<file path="src/rtl/slave_bus_state_sequencer_if.sv">
// Bus-side signal bundle between the slave RX status monitor / slave control block
// and the USB slave bus power-state sequencer.
interface slave_bus_state_sequencer_if;
   logic [1:0] connectState;
   logic       resetEvent;
   logic       resumeInt;
   logic       busActivity;
   logic       remoteWakeupEn;
   logic       remoteWakeupReq;
   logic [2:0] busState;
   logic       suspendOut;
   logic       rwakeDriveK;
   logic       suspendIntOut;
   logic       resumeIntOut;
   logic       resetIntOut;

   modport master (
      output connectState,
      output resetEvent,
      output resumeInt,
      output busActivity,
      output remoteWakeupEn,
      output remoteWakeupReq,
      input  busState,
      input  suspendOut,
      input  rwakeDriveK,
      input  suspendIntOut,
      input  resumeIntOut,
      input  resetIntOut
   );

   modport slave (
      input  connectState,
      input  resetEvent,
      input  resumeInt,
      input  busActivity,
      input  remoteWakeupEn,
      input  remoteWakeupReq,
      output busState,
      output suspendOut,
      output rwakeDriveK,
      output suspendIntOut,
      output resumeIntOut,
      output resetIntOut
   );
endinterface

</file>
<file path="src/rtl/slave_bus_state_sequencer.sv">
// USB slave bus power-state sequencer: detached/default/active/suspend/resume/remote-wakeup,
// with idle-suspend detection, remote-wakeup K timing and one-cycle interrupt pulses.
module slave_bus_state_sequencer #(
   parameter int CNT_W            = 18,
   parameter int SUSPEND_TICKS    = 144000,
   parameter int RWAKE_IDLE_TICKS = 240000,
   parameter int RWAKE_TICKS      = 96000
) (
   input  logic                      clk,
   input  logic                      rst,
   slave_bus_state_sequencer_if.slave bus
);

   typedef enum logic [2:0] {
      ST_DETACHED    = 3'd0,
      ST_DEFAULT     = 3'd1,
      ST_ACTIVE      = 3'd2,
      ST_SUSPENDED   = 3'd3,
      ST_RWAKE_DRIVE = 3'd4,
      ST_RESUMING    = 3'd5
   } state_t;

   localparam logic [CNT_W-1:0] SUSPEND_LAST    = CNT_W'(SUSPEND_TICKS - 1);
   localparam logic [CNT_W-1:0] RWAKE_IDLE_LAST = CNT_W'(RWAKE_IDLE_TICKS - 1);
   localparam logic [CNT_W-1:0] RWAKE_LAST      = CNT_W'(RWAKE_TICKS - 1);
   localparam logic [CNT_W-1:0] CNT_MAX         = '1;

   state_t           state_q, state_d;
   logic [CNT_W-1:0] cnt_q, cnt_d;
   logic             wake_pending_q, wake_pending_d;
   logic             seen_act_q, seen_act_d;
   logic             suspend_q, suspend_d;
   logic             rwake_q, rwake_d;
   logic             suspend_int_q, suspend_int_d;
   logic             resume_int_q, resume_int_d;
   logic             reset_int_q, reset_int_d;

   logic             attached;
   logic             reset_entry;
   logic             state_change;

   assign attached = (bus.connectState != 2'b00);

   // Next-state selection: detach beats bus reset, which beats every state-local rule.
   always_comb begin
      state_d     = state_q;
      reset_entry = 1'b0;
      if (!attached) begin
         state_d = ST_DETACHED;
      end else if (bus.resetEvent) begin
         state_d     = ST_DEFAULT;
         reset_entry = 1'b1;
      end else begin
         case (state_q)
            ST_DETACHED: begin
               state_d = ST_DEFAULT;
            end
            ST_DEFAULT: begin
               if (bus.busActivity) begin
                  state_d = ST_ACTIVE;
               end
            end
            ST_ACTIVE: begin
               if (!bus.busActivity && (cnt_q == SUSPEND_LAST)) begin
                  state_d = ST_SUSPENDED;
               end
            end
            ST_SUSPENDED: begin
               if (bus.resumeInt || bus.busActivity) begin
                  state_d = ST_RESUMING;
               end else if (wake_pending_q && (cnt_q >= RWAKE_IDLE_LAST)) begin
                  state_d = ST_RWAKE_DRIVE;
               end
            end
            ST_RWAKE_DRIVE: begin
               // Line activity here is our own K, so it is deliberately ignored.
               if (cnt_q == RWAKE_LAST) begin
                  state_d = ST_RESUMING;
               end
            end
            ST_RESUMING: begin
               if (!bus.busActivity && seen_act_q) begin
                  state_d = ST_ACTIVE;
               end
            end
            default: begin
               state_d = ST_DETACHED;
            end
         endcase
      end
   end

   // A bus reset while already in DEFAULT is still a fresh entry.
   assign state_change = (state_d != state_q) || reset_entry;

   always_comb begin
      cnt_d = cnt_q;
      if (state_change || ((state_q == ST_ACTIVE) && bus.busActivity)) begin
         cnt_d = '0;
      end else if (cnt_q != CNT_MAX) begin
         cnt_d = cnt_q + CNT_W'(1);
      end
   end

   always_comb begin
      wake_pending_d = 1'b0;
      if ((state_q == ST_SUSPENDED) && !state_change) begin
         wake_pending_d = wake_pending_q || (bus.remoteWakeupReq && bus.remoteWakeupEn);
      end
   end

   always_comb begin
      seen_act_d = seen_act_q;
      if (state_change) begin
         seen_act_d = 1'b0;
      end else if ((state_q == ST_RESUMING) && bus.busActivity) begin
         seen_act_d = 1'b1;
      end
   end

   // Levels follow the next state so they line up with busState; pulses mark entries only.
   always_comb begin
      suspend_d     = (state_d == ST_SUSPENDED);
      rwake_d       = (state_d == ST_RWAKE_DRIVE);
      suspend_int_d = state_change && (state_d == ST_SUSPENDED);
      resume_int_d  = state_change && (state_d == ST_RESUMING);
      reset_int_d   = reset_entry;
   end

   always_ff @(posedge clk) begin
      if (!rst) begin
         state_q        <= ST_DETACHED;
         cnt_q          <= '0;
         wake_pending_q <= 1'b0;
         seen_act_q     <= 1'b0;
         suspend_q      <= 1'b0;
         rwake_q        <= 1'b0;
         suspend_int_q  <= 1'b0;
         resume_int_q   <= 1'b0;
         reset_int_q    <= 1'b0;
      end else begin
         state_q        <= state_d;
         cnt_q          <= cnt_d;
         wake_pending_q <= wake_pending_d;
         seen_act_q     <= seen_act_d;
         suspend_q      <= suspend_d;
         rwake_q        <= rwake_d;
         suspend_int_q  <= suspend_int_d;
         resume_int_q   <= resume_int_d;
         reset_int_q    <= reset_int_d;
      end
   end

   assign bus.busState      = state_q;
   assign bus.suspendOut    = suspend_q;
   assign bus.rwakeDriveK   = rwake_q;
   assign bus.suspendIntOut = suspend_int_q;
   assign bus.resumeIntOut  = resume_int_q;
   assign bus.resetIntOut   = reset_int_q;

endmodule

</file>
<file path="src/flat_wrapper.sv">
// flat-port wrapper written by rule: the top's interface ports become plain ports
module slave_bus_state_sequencer_flat 
#(
   parameter int CNT_W            = 18,
   parameter int SUSPEND_TICKS    = 144000,
   parameter int RWAKE_IDLE_TICKS = 240000,
   parameter int RWAKE_TICKS      = 96000
)
  (clk, rst, bus_connectState, bus_resetEvent, bus_resumeInt, bus_busActivity, bus_remoteWakeupEn, bus_remoteWakeupReq, bus_busState, bus_suspendOut, bus_rwakeDriveK, bus_suspendIntOut, bus_resumeIntOut, bus_resetIntOut);
  slave_bus_state_sequencer_if bus_i ();
  input  logic clk;
  input  logic rst;
  input wire logic [$bits(bus_i.connectState)-1:0] bus_connectState;
  input wire logic [$bits(bus_i.resetEvent)-1:0] bus_resetEvent;
  input wire logic [$bits(bus_i.resumeInt)-1:0] bus_resumeInt;
  input wire logic [$bits(bus_i.busActivity)-1:0] bus_busActivity;
  input wire logic [$bits(bus_i.remoteWakeupEn)-1:0] bus_remoteWakeupEn;
  input wire logic [$bits(bus_i.remoteWakeupReq)-1:0] bus_remoteWakeupReq;
  output wire logic [$bits(bus_i.busState)-1:0] bus_busState;
  output wire logic [$bits(bus_i.suspendOut)-1:0] bus_suspendOut;
  output wire logic [$bits(bus_i.rwakeDriveK)-1:0] bus_rwakeDriveK;
  output wire logic [$bits(bus_i.suspendIntOut)-1:0] bus_suspendIntOut;
  output wire logic [$bits(bus_i.resumeIntOut)-1:0] bus_resumeIntOut;
  output wire logic [$bits(bus_i.resetIntOut)-1:0] bus_resetIntOut;
  assign bus_i.connectState = bus_connectState;
  assign bus_i.resetEvent = bus_resetEvent;
  assign bus_i.resumeInt = bus_resumeInt;
  assign bus_i.busActivity = bus_busActivity;
  assign bus_i.remoteWakeupEn = bus_remoteWakeupEn;
  assign bus_i.remoteWakeupReq = bus_remoteWakeupReq;
  assign bus_busState = bus_i.busState;
  assign bus_suspendOut = bus_i.suspendOut;
  assign bus_rwakeDriveK = bus_i.rwakeDriveK;
  assign bus_suspendIntOut = bus_i.suspendIntOut;
  assign bus_resumeIntOut = bus_i.resumeIntOut;
  assign bus_resetIntOut = bus_i.resetIntOut;
  slave_bus_state_sequencer #(.CNT_W(CNT_W), .SUSPEND_TICKS(SUSPEND_TICKS), .RWAKE_IDLE_TICKS(RWAKE_IDLE_TICKS), .RWAKE_TICKS(RWAKE_TICKS)) u_core (.clk(clk), .rst(rst), .bus(bus_i));
endmodule
</file>
<file path="config.mk">
export PLATFORM = sky130hd
export DESIGN_NAME = slave_bus_state_sequencer_flat
export DESIGN_NICKNAME = d
export VERILOG_FILES = /design/src/rtl/slave_bus_state_sequencer_if.sv /design/src/rtl/slave_bus_state_sequencer.sv /design/src/flat_wrapper.sv
export SDC_FILE = /design/constraint.sdc
export NUM_CORES = 1
export LEC_CHECK = 0
export BUFFER_PORTS_ARGS = -buffer_cell sky130_fd_sc_hd__buf_2
export CAP_MARGIN = 30
export CORE_MARGIN = 10
export CORE_UTILIZATION = 52
export CTS_CLUSTER_DIAMETER = 200
export DETAILED_ROUTE_END_ITERATION = 10
export PLACE_DENSITY = 0.74
export SYNTH_ARGS = -nofsm -noshare
export SYNTH_HDL_FRONTEND = slang
export SYNTH_SLANG_ARGS = --single-unit
</file>
<file path="constraint.sdc">
create_clock -name clk -period 2.2 [get_ports clk]
set_input_delay 0.44 -clock clk [delete_from_list [all_inputs] [get_ports clk]]
set_output_delay 0.44 -clock clk [all_outputs]
set_load 0.05 [all_outputs]
</file>
# Word level (Yosys, flattened, before mapping)
# Index checks and enable logic that the tools add are counted.
totals:
  ff_bits: 28
  inputBits: 9
  output_inout_bits: 8
classes:
  n_addsub: 1
  order_cmp: 1
  n_eq_ne: 12
  muxes: 11
  bitwise: 1
  reduce_logical: 20
ops:
  columns: ["op", "n"]
  rows:
  - ["$mux W3", 8]
  - ["$add A18 B1 Y18 const B", 1]
  - ["$eq A18 B17 Y1 const B", 1]
  - ["$eq A18 B18 Y1 const B", 1]
  - ["$ge A18 B18 Y1 const B", 1]
  - ["$ne A18 B18 Y1 const B", 1]
  - ["$pmux W3 S6", 1]
  - ["$eq A3 B3 Y1 const B", 4]
  - ["$eq A3 B2 Y1 const B", 3]
  - ["$logic_and A1 B1 Y1", 9]
  - ["$logic_or A1 B1 Y1", 4]
  - ["$reduce_or A2 Y1", 2]
  - ["$eq A3 B1 Y1 const B", 1]
  - ["$logic_not A3 Y1", 1]
  - ["$ne A3 B3 Y1", 1]
  - ["$logic_not A1 Y1", 2]
  - ["$mux W1", 2]
  - ["$reduce_and A2 Y1", 1]
  - ["$reduce_bool A2 Y1", 1]
  - ["$not A1 Y1", 1]

# Longest topological paths before layout
depth:
  ltp_word: 12
  ltp_mapped: 8

# Worst setup path before layout
# OpenSTA, ideal clock, no wires.
synth_path:
  kind: "reg-to-reg"
  start: "reg u_core.state_q[2] (netlist: u_core.bus.busState[2])"
  end: "reg u_core.cnt_q[0]"
  setup_ps: 125
  t_arrival_ps: 2369
  required_time_ps: 2075
  setup_slack_ps: -293
  stages_incl_launch_ff: 9
  period_less_slack_ps: 2493
  path_cell_list: "dfxtp_1 > buf_2 > a21oi_1 > a31o_1 > a211o_1 > o221a_1 > a311oi_4 > buf_6 > nor3_2"
synth_between:
  elab_chain_cells: 9
synth_rtl:
  columns: ["element", "line", "text"]
  rows:
  - ["start: declaration", "slave_bus_state_sequencer.sv:28", "state_t state_q, state_d;"]
  - ["start signal: assignment", "slave_bus_state_sequencer.sv:142", "state_q <= state_d;"]
  - ["$mux W3", "slave_bus_state_sequencer.sv:71", "end else if (wake_pending_q && (cnt_q >= RWAKE_IDLE_LAST)) begin"]
  - ["$mux W3", "slave_bus_state_sequencer.sv:69", "if (bus.resumeInt || bus.busActivity) begin"]
  - ["$pmux W3 S6", "slave_bus_state_sequencer.sv:54", "case (state_q)"]
  - ["$mux W3", "slave_bus_state_sequencer.sv:50", "end else if (bus.resetEvent) begin"]
  - ["$mux W3", "slave_bus_state_sequencer.sv:48", "if (!attached) begin"]
  - ["$ne A3 B3 Y1", "slave_bus_state_sequencer.sv:94", "assign state_change = (state_d != state_q) || reset_entry;"]
  - ["$logic_or A1 B1 Y1", "slave_bus_state_sequencer.sv:94", null]
  - ["$logic_or A1 B1 Y1 (*)", "slave_bus_state_sequencer.sv:98", "if (state_change || ((state_q == ST_ACTIVE) && bus.busActivity)) begin"]
  - ["$reduce_or A2 Y1 (no source line) (*)", null, null]
  - ["end signal: assignment", "slave_bus_state_sequencer.sv:143", "cnt_q <= cnt_d;"]
  - ["end: declaration", "slave_bus_state_sequencer.sv:29", "logic [CNT_W-1:0] cnt_q, cnt_d;"]
# Every way passes the cells marked *; elsewhere a longest branch is shown, timed or not.
# A chain may end at the register's enable or synchronous reset.

# Worst setup path after layout
layout_path:
  start: "reg u_core.cnt_q[13]"
  end: "reg u_core.cnt_q[17]"
layout_between:
  elab_chain_cells: 11
layout_rtl:
  columns: ["element", "line"]
  rows:
  - ["$ge A18 B18 Y1", "slave_bus_state_sequencer.sv:71"]
  - ["$logic_and A1 B1 Y1", "slave_bus_state_sequencer.sv:71"]
  - ["$mux W3", "slave_bus_state_sequencer.sv:71"]
  - ["$mux W3", "slave_bus_state_sequencer.sv:69"]
  - ["$pmux W3 S6", "slave_bus_state_sequencer.sv:54"]
  - ["$mux W3", "slave_bus_state_sequencer.sv:50"]
  - ["$mux W3", "slave_bus_state_sequencer.sv:48"]
  - ["$ne A3 B3 Y1", "slave_bus_state_sequencer.sv:94"]
  - ["$logic_or A1 B1 Y1", "slave_bus_state_sequencer.sv:94"]
  - ["$logic_or A1 B1 Y1", "slave_bus_state_sequencer.sv:98"]
  - ["$reduce_or A2 Y1 (no source line)", null]
# Parallel ways exist; a longest one is shown, timed or not.

==> results.toml <==
[route]
vias = 1459
drt_iter0_markers = 102
finalWirelength_um = 3600
vias_per_cell = 5.98
drt_pass1_iterations = 4
drt.antenna.violating_nets = 0
drc = 0
wl_per_cell_um = 14.8

[cts]
clkTransAtPathRegs_ns = 0.15
cts_buffers = 3
root_buffer = "clkbuf_4"
cts_sinks = 28
cts_tree = "built"
ctsLongestPathBuffers = 2
postCtsSetupRepairBufs = 0
postCtsHoldBufs = 0
clkLatencyLatePin_ns = 0.32
htreeDepth = 1

[yosys]
synth-seq-cells = 28
ys_seq_area_frac = 0.336
async_flop_share = 0
syn_area_um2 = 1670
synth_cells = 186
synthesis.nets = 196
syn_area_per_cell_um2 = 8.97
yosys_warnings = 0
synth_edf_count = 0
synthDistinctLibCells = 50
ys.flop_type = "dfxtp_1"

[setup_path]
crit_path_top_delay_cell = "dfxtp_1"
reg2reg_slack_ns = 0.08
cp-end-kind = "flop"
path_max_fanout = 18
path_cells = "and3_1, o311ai_1, o211a_1, a2bb2oi_1, nand2_1, buf_12, a211oi_1"
r2r_end = "u_core.cnt_q[17]$_SDFFE_PP0P_"
regToRegStartpoint = "u_core.cnt_q[13]$_SDFFE_PP0P_"
cp.required_ns = 2.45
crit_arrival_ns = 2.37
critPathMaxStageDelay_ns = 0.39
r2r_cells = 7
crit_type = "reg2reg"
cp-start-kind = "flop"

[floorplan]
die-area_um2 = 5870
die_w_um = 76.6
rows = 20
fp.dieH_um = 76.6
initial_utilization = 0.546
ios = 17
core_um2 = 3050

[final_layout]
fill_cells = 293
drive_gt1_frac = 0.290
fin_nets = 211
layout-area-overhead-vs-synth_pct = 10.7
diodes = 0

[status]
status = "finished clean"

[run]
cap_viol_max_count = 0

[global_route]
globalRouteMet1Util = 0.162
grt_usage = 0.120
use_met2 = 0.190
antenna_found_initial = 0
grt_max_degree = 19
met3_usage = 0.0248
top_usage_layer = "met2"
gr-total-overflow = 0
grt_first_pass_wirelength_um = 6130
grt_pass1_vias = 1346

[power]
power_mw = 0.914
leakage_nw = 0.684
powerDensity_nw_per_um2 = 495
ir_drop_uv = 222

[sta]
relSlewSlack = 0.646
rsz0062_at_grt = "yes"
hold_violations = 0
worst_slew_pin_slew_ns = 0.525
hold_slack_ns = 0.382
layout_min_cycle_time_ns = 2.12
fmaxAchievable_mhz = 471
finClkSkew_ns = 0.00689
drv_slew = 0
finalCritPeriodShare = 0.965
setup_viol = 0

[hold_path]
min_to = "u_core.bus.busState[0]$_SDFF_PN0_"
hold-path-cell-count = 2
hp-start = "rst"
hold_path_class = "in2reg"

[placed_design]
port_buffers = 16
dp_hpwl_um = 2730
place_congestion = 0.877
==> sequential cells by signal, summed over array words and instances, names as in the netlist <==
signal,count
u_core.bus.busState,3
u_core.bus.suspendOut,1
u_core.wake_pending_q,1
u_core.bus.resetIntOut,1
u_core.seen_act_q,1
u_core.cnt_q,18
u_core.bus.resumeIntOut,1
u_core.bus.suspendIntOut,1
u_core.bus.rwakeDriveK,1
==> metrics by stage <==
| step | utilization | worst slack [ns] | TNS (ns) | cell area, um2 | cells |
|---|---|---|---|---|---|
| after floorplan | - | 0.0385 | 0 | 1670 | 186 |
| after global placement | 0.587 | 0.0725 | 0 | 1790 | 240 |
| after detailed placement | 0.587 | 0.0388 | 0 | 1790 | 240 |
| after CTS | 0.599 | 0.108 | 0 | 1830 | 244 |
| after global routing | 0.605 | -0.0754 | -0.265 | 1850 | 244 |
| final | 0.605 | 0.0779 | 0 | 1850 | 244 |
==> synth_stat cells (all sizes together) (4+ instances only) <==
| cell | count | area (um2) |
|---|---|---|
| dfxtp | 28 | 561 |
| nor2 | 10 | 40.0 |
| xnor2 | 6 | 52.6 |
| xor2 | 7 | 61.3 |
| a21oi | 9 | 45.0 |
| nor3 | 18 | 140 |
| buf | 9 | 72.6 |
| and2 | 8 | 51.3 |
| nand3 | 16 | 80.1 |
| inv | 4 | 15.0 |
| and3 | 10 | 67.6 |
| nand4 | 5 | 31.3 |
| o21ai | 7 | 38.8 |
| nor4 | 4 | 25.0 |
==> critical path: cells and delay by family, from the launching register on <==
| kind | cells | cell delay, ns |
|---|---|---|
| and+or+nand+nor | 2 | 0.42 |
| buffers and inverters | 1 | 0.21 |
| AOI/OAI and AO/OA | 4 | 1.04 |
| DFF | 1 | 0.39 |
==> timing repair <==
item / in CTS / in global routing
gates resized for setup: 0 / 5
hold endpoints to repair: 0 / 0
setup endpoints to repair: 0 / 20
==> per-layer routing <==
| layer | vias up | wire length (um) | part of all wire |
|---|---|---|---|
| li1 | 722 | - | - |
| met1 | 699 | 1630 | 0.45 |
| met2 | 36 | 1690 | 0.47 |
| met3 | 2 | 261 | 0.073 |
| met4 | 0 | 17 | 0.0047 |
| met5 | - | 0 | 0 |
==> worst max path at each step <==
stage,startpoint,endpoint,slack (ns),cells after the start
after floorplan,bus_busActivity,u_core.cnt_q[0]$_SDFFE_PP0P_,0.04,8
after global placement,bus_busActivity,u_core.cnt_q[17]$_SDFFE_PP0P_,0.07,8
after detailed placement,bus_busActivity,u_core.cnt_q[17]$_SDFFE_PP0P_,0.04,8
after CTS,u_core.cnt_q[0]$_SDFFE_PP0P_,u_core.cnt_q[17]$_SDFFE_PP0P_,0.11,8
after global routing,u_core.cnt_q[0]$_SDFFE_PP0P_,u_core.cnt_q[13]$_SDFFE_PP0P_,-0.08,8
final,u_core.cnt_q[13]$_SDFFE_PP0P_,u_core.cnt_q[17]$_SDFFE_PP0P_,0.08,7
==> cell type report <==
| class | instances | area, um2 | share of cell area |
|---|---|---|---|
| timing repair buffer | 21 | 143 | 0.0772 |
| inverter | 4 | 15.0 | 0.00813 |
| clock buffer | 4 | 36.3 | 0.0196 |
| sequential | 28 | 567 | 0.307 |
| multi-input combinational | 143 | 1030 | 0.558 |
| tap | 44 | 55.1 | 0.0298 |
==> kinds of logic (layout without fill, tap and decap cells) <==
group                      after synthesis  count (layout)  synth area share
muxes                                    2               2            0.0120
xor gates and xnor gates                13              13            0.0683
adders and majority gates                1               1           0.00750
AOI/OAI and AO/OA                       37              37             0.170
DFF                                     28              28             0.336
and+or+nand+nor                         90              90             0.350
buffers and inverters                   15              29            0.0570
==> power breakdown <==
group          total (mW)  switching, mW  leakage [nW]  internal (mW)
Sequential          0.522        0.00962         0.228          0.512
Clock               0.245          0.144        0.0210          0.101
Combinational       0.147         0.0903         0.435         0.0571
==> cell usage in the layout, fill, tap and decap left out, types with 3 or more instances in the layout <==
cell type  instances
a21oi_1            9
and2_1             7
clkbuf_4           3
inv_1              4
and3_1             6
nor3_1             8
nor3_2            10
dfxtp_1           25
nand3_1           16
nor4_1             4
nor2_1             9
xor2_1             7
o31a_1             3
xnor2_1            6
and3_2             4
nand4_1            5
buf_2             16
buf_4              3
o21ai_0            6
Note: power is estimated with default switching activity, not from simulation.
